### config.mk
export PLATFORM = sky130hd
export DESIGN_NAME = periph_uart_tx
export DESIGN_NICKNAME = d
export VERILOG_FILES = /design/src/rtl/periph_uart_tx.sv
export SDC_FILE = /design/constraint.sdc
export NUM_CORES = 1
export LEC_CHECK = 0
export CORE_MARGIN = 2
export CORE_UTILIZATION = 29
export DETAILED_ROUTE_END_ITERATION = 12
export PLACE_DENSITY = 0.76
export SETUP_SLACK_MARGIN = 0.2
export SLEW_MARGIN = 25
export SYNTH_ARGS = -nofsm -noshare
export SYNTH_HDL_FRONTEND = slang
export SYNTH_SLANG_ARGS = --single-unit
### constraint.sdc
create_clock -name clock -period 1.9 [get_ports clock]
set_input_delay 0.38 -clock clock [delete_from_list [all_inputs] [get_ports clock]]
set_output_delay 0.38 -clock clock [all_outputs]
set_load 0.01 [all_outputs]
### src/rtl/periph_uart_tx.sv
// periph_uart_tx: request-driven 8N1 UART transmitter with a small TX FIFO.
// Define PERIPH_UART_TX_PARITY_EN to add an even parity bit (11-bit frame).
module periph_uart_tx #(
  parameter int OUTPUT_PERIPH_LEN = 'h20,
  parameter int CLKS_PER_BIT      = 16,
  parameter int FIFO_DEPTH        = 4,
  parameter int TX_DATA_ADDR      = 'h10,
  parameter int TX_REQ_ADDR       = 'h11,
  parameter int TX_CTRL_ADDR      = 'h12
) (
  input  logic       clock,
  input  logic       reset_n,
  input  logic [7:0] output_peripherals_mem [OUTPUT_PERIPH_LEN],
  output logic [7:0] status_byte,
  output logic       tx
);

  localparam int PW = (FIFO_DEPTH > 1) ? $clog2(FIFO_DEPTH) : 1;
  localparam int CW = PW + 1;
  localparam int BW = (CLKS_PER_BIT > 1) ? $clog2(CLKS_PER_BIT) : 1;
  localparam logic [BW-1:0] BAUD_LAST = BW'(CLKS_PER_BIT - 1);
  localparam logic [CW-1:0] CNT_FULL  = CW'(FIFO_DEPTH);

`ifdef PERIPH_UART_TX_PARITY_EN
  localparam logic PAR_ADV = 1'b1;
  typedef enum logic [2:0] {
    S_IDLE, S_START, S_DATA, S_PARITY, S_STOP
  } state_t;
`else
  localparam logic PAR_ADV = 1'b0;
  typedef enum logic [2:0] {
    S_IDLE, S_START, S_DATA, S_STOP
  } state_t;
`endif

  state_t          state_q, state_d;
  logic [BW-1:0]   baud_q, baud_d;
  logic [2:0]      bit_q, bit_d;
  logic [7:0]      sh_q, sh_d;
  logic            tx_q, tx_d;
  logic            armed_q;
  logic [7:0]      last_req_q;
  logic [7:0]      fifo_q [FIFO_DEPTH];
  logic [PW-1:0]   wptr_q, rptr_q;
  logic [CW-1:0]   cnt_q, cnt_d;
  logic [3:0]      acc_q, acc_d;
  logic            ovf_q, ovf_d;
  logic [7:0]      status_q, status_d;
  logic            req_seen, push, pop, bit_end;

  assign tx          = tx_q;
  assign status_byte = status_q;

  // Request edge detection and accept/drop decision against pre-pop count.
  always_comb begin
    req_seen = armed_q &&
      (output_peripherals_mem[TX_REQ_ADDR] != last_req_q);
    push     = req_seen && (cnt_q != CNT_FULL);
  end

  // Serializer next state, bit timing and FIFO pop.
  always_comb begin
    state_d = state_q;
    baud_d  = baud_q;
    bit_d   = bit_q;
    sh_d    = sh_q;
    tx_d    = tx_q;
    pop     = 1'b0;
    bit_end = (baud_q == BAUD_LAST);
    if (state_q != S_IDLE) begin
      baud_d = bit_end ? '0 : baud_q + 1'b1;
    end
    unique case (state_q)
      S_IDLE: begin
        tx_d = 1'b1;
        if (cnt_q != '0) begin
          pop     = 1'b1;
          sh_d    = fifo_q[rptr_q];
          tx_d    = 1'b0;
          baud_d  = '0;
          state_d = S_START;
        end
      end
      S_START: begin
        if (bit_end) begin
          bit_d   = '0;
          tx_d    = sh_q[0];
          state_d = S_DATA;
        end
      end
      S_DATA: begin
        if (bit_end) begin
          if (bit_q == 3'd7) begin
`ifdef PERIPH_UART_TX_PARITY_EN
            tx_d    = ^sh_q;
            state_d = S_PARITY;
`else
            tx_d    = 1'b1;
            state_d = S_STOP;
`endif
          end else begin
            bit_d = bit_q + 3'd1;
            tx_d  = sh_q[bit_q + 3'd1];
          end
        end
      end
`ifdef PERIPH_UART_TX_PARITY_EN
      S_PARITY: begin
        if (bit_end) begin
          tx_d    = 1'b1;
          state_d = S_STOP;
        end
      end
`endif
      S_STOP: begin
        if (bit_end) begin
          if (cnt_q != '0) begin
            pop     = 1'b1;
            sh_d    = fifo_q[rptr_q];
            tx_d    = 1'b0;
            state_d = S_START;
          end else begin
            tx_d    = 1'b1;
            state_d = S_IDLE;
          end
        end
      end
      default: begin
        tx_d    = 1'b1;
        state_d = S_IDLE;
      end
    endcase
  end

  // Counters, sticky overflow (clear wins) and the status image.
  always_comb begin
    cnt_d = cnt_q;
    if (push && !pop) begin
      cnt_d = cnt_q + 1'b1;
    end else if (!push && pop) begin
      cnt_d = cnt_q - 1'b1;
    end
    acc_d = push ? acc_q + 4'd1 : acc_q;
    ovf_d = ovf_q;
    if (output_peripherals_mem[TX_CTRL_ADDR][0]) begin
      ovf_d = 1'b0;
    end else if (req_seen && !push) begin
      ovf_d = 1'b1;
    end
    status_d = {acc_d, PAR_ADV, ovf_d, (cnt_d == CNT_FULL),
                ((state_d != S_IDLE) || (cnt_d != '0))};
  end

  // Control and serializer state registers.
  always_ff @(posedge clock or negedge reset_n) begin
    if (!reset_n) begin
      state_q    <= S_IDLE;
      baud_q     <= '0;
      bit_q      <= '0;
      sh_q       <= '0;
      tx_q       <= 1'b1;
      armed_q    <= 1'b0;
      last_req_q <= '0;
      wptr_q     <= '0;
      rptr_q     <= '0;
      cnt_q      <= '0;
      acc_q      <= '0;
      ovf_q      <= 1'b0;
      status_q   <= '0;
    end else begin
      state_q    <= state_d;
      baud_q     <= baud_d;
      bit_q      <= bit_d;
      sh_q       <= sh_d;
      tx_q       <= tx_d;
      armed_q    <= 1'b1;
      last_req_q <= output_peripherals_mem[TX_REQ_ADDR];
      if (push) wptr_q <= wptr_q + 1'b1;
      if (pop)  rptr_q <= rptr_q + 1'b1;
      cnt_q      <= cnt_d;
      acc_q      <= acc_d;
      ovf_q      <= ovf_d;
      status_q   <= status_d;
    end
  end

  // FIFO storage; contents are don't-care while the count is zero.
  always_ff @(posedge clock) begin
    if (push) begin
      fifo_q[wptr_q] <= output_peripherals_mem[TX_DATA_ADDR];
    end
  end

endmodule

# == Word-level counts from Yosys, hierarchy flattened ==
# Memories as Yosys holds them, arrays and structs flattened.
# Cells that the tools add are included.
# op_classes
n_addsub,7
magnitude_cmp,1
eq_ne,12
n_mux,36
reduce_logical,18
# op_table
op,count
2-to-1 mux 3 bit,10
2-to-1 mux 4 bit,5
2-to-1 mux 8 bit,2
one-hot mux 8 bit (2 select lines),1
2-to-1 mux 1 bit,13
one-hot mux 3 bit (4 select lines),1
nonzero test 3 bit,4
"adder 4 x 1 -> 4 bit, second input constant",2
"inequality test 2 bit, second input constant",4
inequality test 8 bit,1
"adder 3 x 1 -> 3 bit, second input constant",2
"equality test 3 x 2 -> 1 bit, second input constant",2
"equality test 3 bit, second input constant",2
one-hot mux 3 bit (2 select lines),1
logical AND 1 bit,5
"adder 2 x 1 -> 2 bit, second input constant",2
"equality test 4 bit, second input constant",1
"< comparator 3 x 4 -> 1 bit, second input constant",1
one-hot mux 1 bit (4 select lines),1
AND reduction 4 bit,1
nonzero test 2 bit,2
binary-select mux 1 bit (select 3 bit),1
"equality test 3 x 1 -> 1 bit, second input constant",1
logical NOT 3 bit,1
other kinds (7),8
# totals
ff_bits,47
ram_bits,32
inputBits,258
out_inout_bits,9
word_cells,88
mem_count,1
# memory_table
name,depth,word_bits,rd,rd_clocked_by_memory_dff,write_ports,line_no,source
fifo_q,4,8,1,0,1,43,logic [7:0] fifo_q [FIFO_DEPTH];

# == Logic depth before layout (Yosys ltp) ==
# Gate-level depths: netlist of run 1.
# logic_depth
depth_word,9
ltp_mapped,9
ltp_nobuf,8

# == Worst setup path before layout of run 1 ==
# No wires, ideal clock.
# synth_timing
path_kind,flip-flop to flip-flop
start,register cnt_q[0]
end,"memory fifo_q[0][0], enable pin"
setup_ns,0.332
arrival_ns,1.688
required_time_ns,1.568
path_slack_ns,-0.120
stages_incl_launch_ff,8
path_buffers,1
period_less_slack_ns,2.020
cell_sequence,dfrtp_1 -> inv_1 -> ha_1 -> nand2_1 -> nand2_1 -> a31oi_4 -> clkbuf_1 -> and2_1
# synth_via
elab_chain_len,4
# synth_lines
element,line_no,source
from (decl),45,"logic [CW-1:0] cnt_q, cnt_d;"
from (signal assigned),180,cnt_q <= cnt_d;
inequality test 3 bit,58,push = req_seen && (cnt_q != CNT_FULL);
logical AND 1 bit,58,
2-to-1 mux 1 bit,189,if (push) begin
2-to-1 mux 1 bit (implied by the code),190,fifo_q[wptr_q] <= output_peripherals_mem[TX_DATA_ADDR];
to (decl),43,
# Every way passes these cells.

# == Worst setup path after layout of run 1 ==
# layout_timing
start,register baud_q[0]
end,register status_q[0] (netlist: status_byte[0])
# layout_via
elab_chain_len,8
elab_cells_between_ends,15
cone_classes,1 x eq/ne; 8 x mux; 6 x reduce/logical
# layout_lines
element,line_no,source
from (decl),37,"logic [BW-1:0] baud_q, baud_d;"
from (signal assigned),172,baud_q <= baud_d;
equality test 4 bit *,69,bit_end = (baud_q == BAUD_LAST);
2-to-1 mux 1 bit *,116,if (bit_end) begin
one-hot mux 1 bit (2 select lines) *,73,unique case (state_q)
logical AND 1 bit / logical NOT 1 bit (equally long branches),"140, 138",
2-to-1 mux 3 bit / logical AND 1 bit (equally long branches),"140, 138",
2-to-1 mux 3 bit *,138,if (push && !pop) begin
via cnt_d[2],45,
nonzero test 3 bit *,151,((state_d != S_IDLE) || (cnt_d != '0))};
logical OR 1 bit *,151,
via status_d[0],48,"logic [7:0] status_q, status_d;"
to (signal assigned),183,status_q <= status_d;
to (decl),48,
# Mark *: on every way through the listed nets, which the timed path passes. The rest lies on a longest branch.
# A chain may end at the register's enable or synchronous reset.

==> results.ini, run 1 <==
[yosys]
synth_top_area_frac=0.319
synth_edf_count=32
synth_seq_cells=74
synth_ff_type=dfrtp_1
ys_async_sr_fraction=0.568
avgSynthCellArea_um2=14.2
synth_cells=226
yosysSeqAreaShare=0.626
synth_largest_area_cell=dfrtp_1
synth_cell_types=41
netlist_area_mm2=0.00322
yosysWarnings=0
synth_area_leaders=dfrtp_1 32%, edfxtp_1 30%, mux4_2 7.0%, ha_1 4.3%, mux2_2 3.5%

[floorplanning]
die-area_mm2=0.0120
ioPinCount=267
die_y_um=109
die_x_um=109
core_mm2=0.0108
start_util=0.297
row_count=38

[placed_design]
place.gp.congestion=0.808
dp.cells=407
dpl.hpwl_um=4460
port_buffers=26
dpl_cell_area_mm2=0.00380

[worst_hold_path]
min_path_type=input pin to flip-flop
whs_path_depth=1
hp-start=output_peripherals_mem[113]
holdPathEnd=last_req_q[1]

[detailed_routing]
wl_um=6180
drt_pass1_iterations=4
route.vias.total=1997
wl_per_cell_um=14.3
antenna_left=0
drcViolationCount=0
dr.first_iter.drc_count=81
vias_per_cell=4.63

[critical_path]
cp_cell_sequence=ha_2, and4_4, a21o_1, a21bo_2, mux2i_1, xor2_1, or3_1
slowest_delay_ns=0.39
critPathRequiredTime_ns=2.13
crit_arrival_ns=2.07
worstSetupStartpointType=flip-flop
crit_path_end_kind=flip-flop
reg2reg_slack_ns=0.06
cp_num_buf_inv=0
crit_cells=7
reg2reg_to=status_byte[0]
cp_max_fo=4
slowest_stage=dfrtp_1
r2r-start=baud_q[0]
worstRegToRegCells=7
path_delay_family=simple AND/OR/NAND/NOR gates
worst-setup-path-type=flip-flop to flip-flop

[grt]
grt_pass1_vias=2124
grt_max_degree=21
antenna_found_initial=0
grt_pass1_wl_um=10300
grt_usage=0.113
overflow=0

[clocking]
numCtsBuffers=9
cts.clk_slew.worst_paths_ns=0.08
cts.sink_count=74
cts_buffer_depth=2
clock_latency_ns=0.35
root_buffer=clkbuf_8
cts_tree=built
htreeDepth=3

[power_and_ir_drop]
p_total_mw=5.39
power_leakage_nw=1.72
max-vdd-ir-drop_mv=0.960
power_density_mw_per_mm2=1300

[timing]
fin_tns_setup_ns=0
rsz0062_at_grt=true
setup_viol=0
period_share=0.968
max_freq_mhz=544
hold_viol_final=0
finalClockSkew_ns=0.00730
min_period_ns=1.84
drv_slew=0

[layout]
instances_no_fill=431
seq_area_mm2=0.00201
diodes=0
syn_to_final_growth_pct=29.3
nets=555
drive_above_1_share=0.313
final_area_mm2=0.00416
num-fill-cells=1040
multi_input_area_mm2=0.00127

[job]
maxCapViolCount=0

[status]
status=complete, no violations

==> worst reg2reg max path, stage by stage, from the launching register on <==
cell and delay [ns]:
dfrtp_1 0.39, ha_2 0.19, and4_4 0.15, a21o_1 0.19, a21bo_2 0.20, mux2i_1 0.18
xor2_1 0.11, or3_1 0.31
==> how the worst max path moves through the flow <==
stage                           startpoint             end
2_1_floorplan  output_peripherals_mem[112]  status_byte[0]
3_3_place_gp   output_peripherals_mem[112]  status_byte[0]
3_5_place_dp   output_peripherals_mem[112]  status_byte[0]
4_1_cts                          baud_q[1]  status_byte[0]
5_1_grt                      last_req_q[0]  status_byte[0]
6_report                         baud_q[0]  status_byte[0]
==> power breakdown <==
| group | switching, mW | leakage, nW | internal [mW] |
|---|---|---|---|
| Sequential | 0.272 | 0.798 | 2.11 |
| Clock | 0.594 | 0.0920 | 0.485 |
| Combinational | 0.833 | 0.828 | 1.10 |
| Total | 1.70 | 1.72 | 3.69 |
==> through the flow <==
stage / worst slack, ns / hold WS (ns) / utilization
2_1_floorplan: 0.0484 / 0.0844 / -
3_3_place_gp: -0.397 / 0.344 / 0.350
3_5_place_dp: -0.431 / 0.351 / 0.350
4_1_cts: 0.0878 / 0.287 / 0.378
5_1_grt: -0.0283 / 0.287 / 0.384
6_report: 0.0602 / 0.305 / 0.384
==> kinds of logic (layout without fill, tap and decap cells) <==
| group | Yosys count | after routing | share of synthesized area |
|---|---|---|---|
| compound gates | 31 | 31 | 0.0673 |
| xor+xnor | 17 | 17 | 0.0463 |
| fa+ha+maj | 11 | 11 | 0.0428 |
| buf+inv | 13 | 77 | 0.0179 |
| flops | 74 | 74 | 0.626 |
| mux | 22 | 22 | 0.111 |
| other cells | 2 | 3 | 0.00233 |
| simple gates | 56 | 56 | 0.0863 |
==> state kept, by name, indices dropped and copies added, names as in the netlist <==
register     flops
fifo_q          32
last_req_q       8
sh_q             8
baud_q           4
status_byte      4
acc_q            3
bit_q            3
cnt_q            3
state_q          3
rptr_q           2
wptr_q           2
armed_q          1
tx               1
==> cells in the final DEF, fill, tap and decap left out, types with 5 or more instances in the layout <==
cell type / n
a21oi_1: 5
nor2_1: 11
mux4_2: 10
a22o_1: 5
nand3_1: 6
ha_1: 9
xor2_1: 10
clkbuf_8: 9
mux2_4: 8
edfxtp_1: 32
clkdlybuf4s50_1: 13
buf_4: 25
dlygate4sd2_1: 10
dfrtp_1: 41
nand2_1: 13
xnor2_1: 6
o21ai_0: 9
==> area by class of cell <==
cell class                      instances  share of cell area
Sequential cell                        74               0.484
Multi-Input combinational cell        140               0.307
Timing Repair Buffer                   57               0.121
Tap cell                              140              0.0421
Clock buffer                            9              0.0298
Clock inverter                          7              0.0126
Inverter                                4             0.00361
==> layer usage <==
| metal | global-route usage | share of wire |
|---|---|---|
| met1 | 0.134 | 0.43 |
| met2 | 0.192 | 0.53 |
| met3 | 0.0285 | 0.031 |
| met4 | 0.0524 | 0.013 |
| met5 | 0 | 0 |
==> cells in the mapped netlist (2+ instances only) <==
cell type	n
dfrtp_1	41
nand3_1	7
a21oi_1	5
mux2i_1	2
nor2b_1	2
buf_4	2
nand4_1	2
conb_1	2
o21ai_0	10
a22o_1	5
a21o_1	2
clkbuf_1	5
inv_1	4
nor2_1	14
xor2_1	10
or3_1	2
xnor2_1	7
nand2_1	16
a211oi_1	2
mux4_2	10
nor3_1	2
mux2_2	10
and2_1	4
ha_1	11
and4_1	2
edfxtp_1	32
==> what timing repair did <==
item / CTS / global route
gates resized for setup: 31 / 15
gates cloned: 1 / 0
endpoints found under the hold margin: 17 / 0
pin swaps: 9 / 8
setup endpoints to repair: 54 / 55
hold buffers: 1 / 0
setup buffers: 5 / 1
Note: power is estimated with default switching activity, not from simulation.
==> inputs of run 2 (changes only) <==
Settings changed: ABC_AREA set to 1, CORE_UTILIZATION 29 to 30, CTS_BUF_LIST set to sky130_fd_sc_hd__clkbuf_8 sky130_fd_sc_hd__clkbuf_16, PLACE_DENSITY 0.76 to 0.77.
==> run 2 against run 1 <==
  * Sequential power hardly changed
  * Hold slack worse by 0.22 ns
  * Clock power hardly changed
  * Combinational power is 9% higher
  * Wire length is 1.4% higher
  * Final area is 1.9% higher
  * Register-to-register slack better by 0.23 ns
  * Clock-buffer cell count stayed put
  * Critical path type is now flip-flop to primary output
  * Sequential share of layout area is 0.84 points lower
  * Critical endpoint is now status_byte[7]
==> results.ini, run 2 <==
[detailed_routing]
antenna_left=0  ; unchanged
drt_pass1_iterations=4  ; unchanged
drt-met1-wl_um=2680  ; +1.4%
drcViolationCount=0  ; unchanged
dr_wl_met3_um=238  ; +23%
dr.first_iter.drc_count=89  ; +9.9%
vias_per_cell=4.38  ; -5.5%
route.vias.total=2355  ; +18%
wl_per_cell_um=11.6  ; -19%
met2_wirelength_um=3240  ; -0.77%
top_layer_used=met4
wl_um=6270  ; +1.4%

[clocking]
numCtsBuffers=9  ; unchanged
clock_latency_ns=0.35  ; about the same
cts_hold_buf=0  ; -1
cts.clk_slew.worst_paths_ns=0.08  ; about the same
cts_buffer_depth=2  ; unchanged
root_buffer=clkbuf_8
htreeDepth=3  ; unchanged
cts_tree=built
cts.sink_count=74  ; unchanged

[yosys]
synth_seq_cells=74  ; unchanged
synth_cells=337  ; +49%
synth_cell_types=37  ; -9.8%
synth_top_area_frac=0.306  ; -0.0130
synth_edf_count=32  ; unchanged
synth_largest_area_cell=dfrtp_1
avgSynthCellArea_um2=9.95  ; -30%
yosysWarnings=0  ; unchanged
yosys.cell_count.top_type=nand2_1
netlist_area_mm2=0.00335  ; +4.2%
synth_ff_type=dfrtp_1
ys_async_sr_fraction=0.568  ; unchanged
synth_area_leaders=dfrtp_1 31%, edfxtp_1 29%, nand2_1 6.5%, nor2_1 5.1%, inv_1 4.7%
ys_top_cells_by_count=58 x nand2_1, 46 x nor2_1, 42 x inv_1
yosysSeqAreaShare=0.600  ; -0.0255

[timing]
period_share=0.867  ; -0.102
max_freq_mhz=607  ; +12%
hold_viol_final=0  ; unchanged
setup_viol=0  ; unchanged
rsz0062_at_grt=true
relSlewSlack=0.643
min_period_ns=1.65  ; -0.193 ns
setup_ws_ns=0.253  ; +0.193 ns
finalClockSkew_ns=0.00640  ; -0.000893 ns
drv_slew=0  ; unchanged
worst_slew_pin_slew_ns=0.536
hold_ws_ns=0.0882  ; -0.216 ns

[critical_path]
cp_cell_sequence=clkdlybuf4s50_1
r2r-start=state_q[0]
critPathRequiredTime_ns=1.52  ; -0.61 ns
path_delay_family=buffers and inverters
crit_path_end_kind=primary output
cp-startpoint=status_byte[7]
slowest_delay_ns=0.55  ; +0.16 ns
slowest_stage=clkdlybuf4s50_1
cp_num_buf_inv=1  ; +1
crit_arrival_ns=1.27  ; -0.80 ns
worst-setup-path-type=flip-flop to primary output
cp_max_fo=2  ; -2
worstSetupStartpointType=flip-flop

[worst_hold_path]
min_path_type=input pin to asynchronous set/reset pin

[layout]
instances_no_fill=538  ; +25%
largest_reg_flops=32  ; unchanged
largestRegisters=fifo_q: 32 flops, last_req_q: 8 flops, sh_q: 8 flops
nets=662  ; +19%
drive_above_1_share=0.206  ; -0.107
syn_to_final_growth_pct=26.4
diodes=0  ; unchanged
regMostFlops=fifo_q
final_area_mm2=0.00424  ; +1.9%
most-common-layout-cells=54 x nand2_1, 42 x nor2_1, 40 x inv_1
layout_commonest_cell=nand2_1

[grt]
grt_max_degree=43  ; +100%
grt_pass1_wl_um=10600  ; +3.3%
antenna_found_initial=0  ; unchanged
grt_usage=0.116  ; +0.00266
grt_pass1_vias=2328  ; +9.6%
overflow=0  ; unchanged

[placed_design]
dpl_cell_area_mm2=0.00382  ; +0.76%
pre_cts_ws_ns=-0.233  ; +0.198 ns
dp.cells=507  ; +25%
place.gp.congestion=0.816  ; +0.94%
port_buffers=26  ; unchanged
dpl.hpwl_um=4270  ; -4.1%

[floorplanning]
row_count=38  ; unchanged
ioPinCount=267  ; unchanged
start_util=0.308  ; +0.0112
core_mm2=0.0109  ; +0.44%
die-area_mm2=0.0120  ; +0.74%
die_y_um=110  ; +0.37%
die_x_um=110  ; +0.37%

[power_and_ir_drop]
power_density_mw_per_mm2=1320  ; +1.9%
p_total_mw=5.59  ; +3.8%
max-vdd-ir-drop_mv=0.816  ; -15%
power_leakage_nw=1.91  ; +11%

[job]
maxCapViolCount=0  ; unchanged

[status]
status=complete, no violations

==> run 2: cell count changes in the layout (fill, tap and decap cells not counted), sizes merged, moves of 6 or more <==
cell   previous run  this run
inv               7        51
nand2            16        64
nor2             14        49
nand3             7        13
mux2             10         0
o21ai            10        27
mux4             10         0
==> run 2: layer usage <==
layer,vias up,global-route usage
li1,1200,-
met1,1110,0.134
met2,34,0.196
met3,11,0.0356
met4,0,0.0524
met5,-,0
==> run 2: layout make-up <==
type                    instances  area, um2
well taps                     140        175
inverters                      47        179
flip-flops and latches         74       2020
repair buffers                 54        497
fillers                      1018       6650
clock buffers                   9        124
multi-input cells             207       1190
clock inverters                 7       57.6
==> run 2: kinds of logic (layout without fill, tap and decap cells) <==
kind of cell / after synthesis / after routing / share of synthesized area
xor gates and xnor gates: 10 / 10 / 0.0261
DFF: 74 / 74 / 0.600
buffers and inverters: 57 / 117 / 0.0705
AOI/OAI and AO/OA: 47 / 47 / 0.0769
other: 2 / 3 / 0.00224
adders and majority gates: 11 / 11 / 0.0410
and+or+nand+nor: 136 / 136 / 0.183
==> run 2: timing repair <==
| item | CTS | global route |
|---|---|---|
| setup endpoints to repair | 38 | 46 |
| gates resized for setup | 15 | 27 |
| pin swaps | 2 | 17 |
| buffers inserted | 2 | 13 |
==> run 2: stage by stage <==
stage               utilization  setup TNS, ns
floorplan                     -              0
global placement          0.351          -6.28
detailed placement        0.351          -8.35
CTS                       0.372              0
global route              0.389              0
finish                    0.389              0
==> run 2: power by group <==
part           switching (mW)  internal [mW]  leakage (nW)
Clock                   0.624          0.491        0.0833
Combinational            1.18          0.926          1.03
Sequential              0.263           2.11         0.795
Total                    2.06           3.53          1.91
==> run 2: worst paths after layout <==
kind | depth (start not counted) | slack, ns | end
setup reg to reg | 13 | 0.29 | status_byte[0]
max in group asynchronous | 2 | 1.41 | state_q[1]
hold / removal | 2 | 0.09 | sh_q[6]
setup / recovery | 1 | 0.25 | status_byte[7]
min in group clock | 1 | 0.19 | last_req_q[3]
hold reg to reg | 1 | 0.48 | status_byte[7]
